==> config.mk <==
export PLATFORM = sky130hd
export DESIGN_NAME = serializer_piso_32bit
export DESIGN_NICKNAME = d
export VERILOG_FILES = /design/src/rtl/serializer_piso_32bit.sv
export SDC_FILE = /design/constraint.sdc
export NUM_CORES = 1
export LEC_CHECK = 0
export ABC_AREA = 0
export CAP_MARGIN = 20
export CORE_MARGIN = 2
export CORE_UTILIZATION = 44
export DETAILED_ROUTE_END_ITERATION = 8
export PLACE_DENSITY = 0.72
export SKIP_CTS_REPAIR_TIMING = 1
export SLEW_MARGIN = 15
export SYNTH_ARGS = -nofsm -noshare
export SYNTH_HDL_FRONTEND = slang
export SYNTH_SLANG_ARGS = --single-unit
export TNS_END_PERCENT = 1
==> constraint.sdc <==
create_clock -name clock -period 1.5 [get_ports clock]
set_input_delay 0.3 -clock clock [delete_from_list [all_inputs] [get_ports clock]]
set_output_delay 0.3 -clock clock [all_outputs]
set_load 0.02 [all_outputs]
==> src/rtl/serializer_piso_32bit.sv <==
// Parallel-in serial-out shifter: MSB first, one bit per enabled cycle,
// back-to-back frames when a new word is offered on the last bit.
module serializer_piso_32bit #(
  parameter int unsigned WIDTH = 32
) (
  input  logic             clock,
  input  logic             reset,
  input  logic [WIDTH-1:0] load_data,
  input  logic             load_valid,
  output logic             load_ready,
  input  logic             shift_en,
  output logic             serial_out,
  output logic             serial_valid,
  output logic             first_bit,
  output logic             last_bit,
  output logic             busy,
  output logic             done
);

  localparam int unsigned CNT_W = $clog2(WIDTH);
  localparam logic [CNT_W-1:0] CNT_LAST = CNT_W'(WIDTH - 1);

  typedef enum logic {
    IDLE  = 1'b0,
    SHIFT = 1'b1
  } state_t;

  state_t             state_q, state_d;
  logic [WIDTH-1:0]   shreg_q, shreg_d;
  logic [CNT_W-1:0]   count_q, count_d;
  logic               done_q, done_d;
  logic               load;

  // State and datapath registers
  always_ff @(posedge clock) begin
    if (reset) begin
      state_q <= IDLE;
      shreg_q <= '0;
      count_q <= '0;
      done_q  <= 1'b0;
    end else begin
      state_q <= state_d;
      shreg_q <= shreg_d;
      count_q <= count_d;
      done_q  <= done_d;
    end
  end

  // Next-state and handshake/serial outputs
  always_comb begin
    state_d      = state_q;
    shreg_d      = shreg_q;
    count_d      = count_q;
    done_d       = 1'b0;
    busy         = (state_q == SHIFT);
    serial_valid = busy && shift_en;
    first_bit    = serial_valid && (count_q == '0);
    last_bit     = serial_valid && (count_q == CNT_LAST);
    load_ready   = !busy || last_bit;
    serial_out   = busy && shreg_q[WIDTH-1];
    load         = load_valid && load_ready;

    done_d = last_bit;
    if (load) begin
      // A load on the last bit chains the next frame without a gap cycle
      state_d = SHIFT;
      shreg_d = load_data;
      count_d = '0;
    end else if (last_bit) begin
      state_d = IDLE;
      count_d = '0;
    end else if (serial_valid) begin
      shreg_d = {shreg_q[WIDTH-2:0], 1'b0};
      count_d = count_q + CNT_W'(1);
    end
  end

  assign done = done_q;

endmodule

==> results of run 1 <==
-- state kept, by name, summed over array words and instances (netlist names) --
name / flops
shreg_q: 32
count_q: 5
busy: 1
done: 1
-- synth_stat cells --
master / n / area [µm²]
dfxtp_1: 39 / 781
xor2_1: 1 / 8.76
a221oi_2: 1 / 15.0
clkbuf_1: 5 / 18.8
nand3_1: 4 / 20.0
nor4_1: 1 / 6.26
and3b_1: 1 / 8.76
a21oi_1: 5 / 25.0
and2_1: 2 / 12.5
nor2_1: 2 / 7.51
a31oi_1: 31 / 194
or3_1: 1 / 6.26
nand2_1: 67 / 251
o211ai_1: 1 / 7.51
inv_1: 6 / 22.5
nand3b_1: 2 / 15.0
nand2b_1: 2 / 12.5
o21ai_0: 2 / 10.0
ha_1: 3 / 37.5
and3_1: 2 / 12.5
o31ai_1: 31 / 233
a21boi_4: 1 / 18.8
buf_2: 5 / 25.0
buf_4: 11 / 82.6
-- worst max-delay path: cells and delay by family (launching register included) --
family	cells	cell delay [ns]
adder cells (fa/ha/maj)	2	0.33
AND/OR/NAND/NOR	1	0.15
buffers and inverters	2	0.20
AO/OA/AOI/OAI	1	0.17
flip-flops	1	0.34
-- cell usage in the layout (no fill, tap or decap), types with 2 or more instances in the layout --
cell type and n:
o31ai_1 31, o21ai_0 2, dlymetal6s2s_1 2, buf_6 4, and2_1 2, a21oi_1 5, dfxtp_1 37, clkdlybuf4s50_1 35
a31oi_1 31, dfxtp_2 2, ha_4 2, nor2_1 2, nand3_1 4, nand3b_1 2, inv_1 5, buf_12 5
buf_4 21, clkbuf_8 6, nand2_1 67
-- layer usage --
metal	global-route usage, %	routed length, µm
met1	23.0	1970
met2	33.7	2070
met4	6.75	59
met3	6.01	205
met5	0	0
-- final timing paths --
| check | from | end | slack (ns) |
|---|---|---|---|
| min | shreg_q[15] | shreg_q[16] | 0.47 |
| max | count_q[1] | load_ready | -0.27 |
| max reg2reg | count_q[1] | shreg_q[10] | -0.22 |
| min reg2reg | shreg_q[15] | shreg_q[16] | 0.47 |
-- area by class of cell --
type	instances	area [µm²]
repair buffers	69	698
multi-input cells	160	946
well taps	50	62.6
flip-flops and latches	39	783
clock buffers	6	82.6
clock inverters	1	5.00
fillers	366	1400
inverters	6	22.5
-- cells by family (layout without fill, tap and decap cells) --
logic type | Yosys count | count (layout)
adders and majority gates | 3 | 3
AOI/OAI and AO/OA | 72 | 72
buffers and inverters | 27 | 82
xor gates and xnor gates | 1 | 1
and+or+nand+nor | 84 | 84
DFF | 39 | 39
-- stage by stage --
| step | util, % | power, mW | TNS (ns) | cell area, µm² | hold WS, ns |
|---|---|---|---|---|---|
| 6_report | 65.0 | 2.30 | -7.45 | 2600 | 0.469 |
| 5_1_grt | 65.0 | 2.41 | -10.07 | 2600 | 0.487 |
| 4_1_cts | 64.2 | 2.32 | -15.24 | 2570 | 0.470 |
| 3_5_place_dp | 62.1 | 1.60 | -15.02 | 2480 | 0.461 |
| 3_3_place_gp | 62.1 | 1.60 | -13.48 | 2480 | 0.455 |
| 2_1_floorplan | - | 1.40 | -1.39 | 1880 | 0.359 |
-- power breakdown --
| group | switching (mW) | internal [mW] | total (mW) |
|---|---|---|---|
| clock | 0.354 | 0.360 | 0.714 |
| combinational | 0.204 | 0.237 | 0.441 |
| sequential | 0.0374 | 1.11 | 1.15 |
| total | 0.595 | 1.71 | 2.30 |
==> results.toml, run 1 <==
[synthesis]
synth_fp_nets = 265
yosysSeqAreaShare_pct = 42.6
synthCells = 226
synth-compound-area-share_pct = 27.5
synth_top_family_by_area = "compound AO/OA/AOI/OAI gates"
synthMuxAreaShare_pct = 0
syn-cell-area_mm2 = 0.00183
synth_cell_types = 24
synth-simple-area-share_pct = 19.3
synth_adder_area_share_pct = 2.05
synth_warnings = 0
ys_seq_elements = 39
synth_xor_area_share_pct = 0.478
synth.avg_cell_area_um2 = 8.11

[clocking]
clock_path_buffers = 2
clk_root_buffer_cell = "clkbuf_8"
cts_sinks = 39
clk_latency_ns = 0.30
path_clk_slew_ns = 0.07
cts_buffers = 5
htreeDepth = 2
cts_tree = "built"

[sta]
period_needed_ns = 1.77
fin_skew_ns = 0.00655
finalWorstSetupSlack_ns = -0.271
timing.final.hold_violations = 0
period_share_pct = 118
setup_viol_count_final = 41
relSlewSlack_pct = 82.6
clock.fmax_mhz = 565
rsz0062_at_grt = "yes"
drv_slew = 0
tightestPinTransition_ns = 0.259

[place]
finalWeightedCongestion = 0.800
portBuffers = 42
pre_cts_ws_ns = -0.529
placed_cells = 323
place_hpwl_um = 2870

[detailed_routing]
post-route-drc-count = 0
drt_iter0_drc = 121
wl_per_cell_um = 13.0
drtAntennaViolNets = 0
drtPass1Iterations = 4
vias = 1764
drt_wl_total_um = 4300
via_per_inst = 5.33

[floorplan]
chipWidth_um = 68.5
dieArea_mm2 = 0.00469
die_h_um = 68.5
ioPinCount = 43
core-area_mm2 = 0.00400
row_count = 23
initial_core_util_pct = 45.8

[worst_setup_path]
worstPathMaxFanout = 4
startpoint_type = "flip-flop"
end_kind = "primary output"
worstPathCellList = "ha_4 -> and3_4 -> ha_4 -> a21boi_4 -> inv_2 -> buf_6"
worstRegToRegCells = 8
cp_slowest_cell = "dfxtp_2"
worstPathRequired_ns = 1.20
setup.worst_path.class = "reg2out"
critPathMostFrequentCell = "ha_4"
critPathMaxStageDelay_ns = 0.34
worstPathArrival_ns = 1.47

[worst_hold_path]
worstHoldPathType = "reg2reg"
whs_path_depth = 2

[cells_and_area]
nets = 320
layout-drive-gt1-share_pct = 17.4
antenna_cells = 0
final_cell_count_no_fill = 331
area_delta_synth_final_pct = 41.9

[status]
violations = "setup timing"
status = "complete, but fails checks"

[power]
vdd_drop_max_mv = 0.535
leakage_nw = 1.01
p_per_area_mw_per_mm2 = 885

[grt]
grt_pass1_vias = 1582
track_usage_pct = 19.6
grt_start_max_net_pins = 32
globalRouteOverflowTotal = 0
antenna_found_initial = 0
grt_pass1_wl_um = 6780

[job]
cap_viol_max_count = 0
Power figures use the tool's default switching activity.
==> run 2: changes to the inputs <==
Settings changed: CTS_CLUSTER_DIAMETER set to 200.
==> results of run 2 <==
Same layout as run 1: the final DEF is identical, and so are final timing and power.
==> run 3: changes to the inputs <==
Settings changed: CTS_CLUSTER_SIZE set to 30, TNS_END_PERCENT 1 to not set.
==> results.toml, run 3 (synthesis gave the netlist of run 1 again) <==
[status]
status = "complete, but fails checks"
violations = "setup timing"

[grt]
globalRouteOverflowTotal = 0
track_usage_pct = 20.5
grt_util_met1_pct = 27.4
grt_pass1_wl_um = 7220
antenna_found_initial = 0
top_usage_layer = "met2"
grt_pass1_vias = 1589
met2_usage_pct = 31.7
grt_start_max_net_pins = 33
use_met3_pct = 5.36

[place]
dpl_cell_area_mm2 = 0.00247
place_hpwl_um = 2870
portBuffers = 42
finalWeightedCongestion = 0.830
pre_cts_ws_ns = -0.519

[clocking]
cts_tree = "built"
htreeDepth = 2
cts_sinks = 39
clk_root_buffer_cell = "clkbuf_8"
clk_latency_ns = 0.29
path_clk_slew_ns = 0.07
cts_buffers = 5
clock_path_buffers = 2

[worst_setup_path]
setup.worst_path.class = "reg2out"
worstPathRequired_ns = 1.20
end_kind = "primary output"
worstPathArrival_ns = 1.44
worstPathMaxFanout = 4
startpoint_type = "flip-flop"

[cells_and_area]
top_register = "shreg_q"
nets = 319
area_delta_synth_final_pct = 41.7
multi_input_area_um2 = 952
layout-drive-gt1-share_pct = 18.5
antenna_cells = 0
largest_register_ffs = 32
largestRegisters = "shreg_q x32, count_q x5"
fin_area_mm2 = 0.00260
fillers = 350
final_common_cell = "nand2_1"
layout_common_cells = "nand2_1, dfxtp_1, clkdlybuf4s50_1"
seq_area_um2 = 783

[detailed_routing]
drt_wl_total_um = 4140
drt_iter0_drc = 118
drtAntennaViolNets = 0
via_per_inst = 5.32
wl_per_cell_um = 12.5
post-route-drc-count = 0
vias = 1760
drtPass1Iterations = 5

[floorplan]
core-area_mm2 = 0.00400
dieArea_mm2 = 0.00469
die_h_um = 68.5
initial_core_util_pct = 45.8
chipWidth_um = 68.5
row_count = 23
ioPinCount = 43

[sta]
timing.final.hold_violations = 0
rsz0062_at_grt = "yes"
finalWorstSetupSlack_ns = -0.244
relSlewSlack_pct = 83.0
period_needed_ns = 1.74
tightestPinTransition_ns = 0.252
fin_skew_ns = 0.00867
period_share_pct = 116
drv_slew = 0
clock.fmax_mhz = 573
setup_viol_count_final = 39
fin_tns_setup_ns = -6.65

[worst_hold_path]
worstHoldPathType = "reg2reg"

[power]
leakage_nw = 1.01
p_per_area_mw_per_mm2 = 872
vdd_drop_max_mv = 0.645

[job]
cap_viol_max_count = 0
[run 3: changes by cell type in the layout (fill, tap and decap cells not counted), sizes merged]
cell,change
clkinvlp,+1
dlymetal6s2s,+1
buf,-1
clkdlybuf4s50,-1
[run 3: path summary, 6_finish.rpt]
| kind | startpoint | endpoint | slack [ns] | depth (start not counted) |
|---|---|---|---|---|
| max reg2reg | count_q[1] | shreg_q[12] | -0.21 | 8 |
| max | count_q[1] | load_ready | -0.24 | 6 |
| min reg2reg | shreg_q[15] | shreg_q[16] | 0.46 | 2 |
| min | shreg_q[15] | shreg_q[16] | 0.46 | 2 |
[run 3: through the flow]
step	total power, mW	std cells	hold slack (ns)	utilization [%]
6_report	2.27	331	0.463	64.9
5_1_grt	2.40	331	0.487	64.9
4_1_cts	2.28	330	0.470	64.0
3_5_place_dp	1.60	322	0.459	61.9
3_3_place_gp	1.59	322	0.455	61.9
2_1_floorplan	1.40	226	0.359	-
[run 3: critical path, cell delays in order (launching register included)]
cell	delay, ns
dfxtp_2	0.33
ha_4	0.15
and3_4	0.18
ha_4	0.17
a21boi_4	0.14
inv_2	0.06
buf_6	0.12
[run 3: per-layer routing]
| metal | vias up | share of wire, % |
|---|---|---|
| met1 | 803 | 49 |
| met2 | 39 | 45 |
| met5 | - | 0 |
| li1 | 914 | - |
| met3 | 4 | 4.4 |
| met4 | 0 | 1.2 |
[run 3: layout make-up]
cell class,instances,share of cell area (%)
timing repair buffer,68,26.6
sequential,39,30.2
inverter,6,0.867
tap,50,2.41
multi-input combinational,160,36.7
clock inverter,2,0.482
clock buffer,6,2.80
[run 3: power by group]
group	internal (mW)	total, mW	switching [mW]
combinational	0.233	0.434	0.201
sequential	1.11	1.15	0.0357
clock	0.325	0.686	0.361
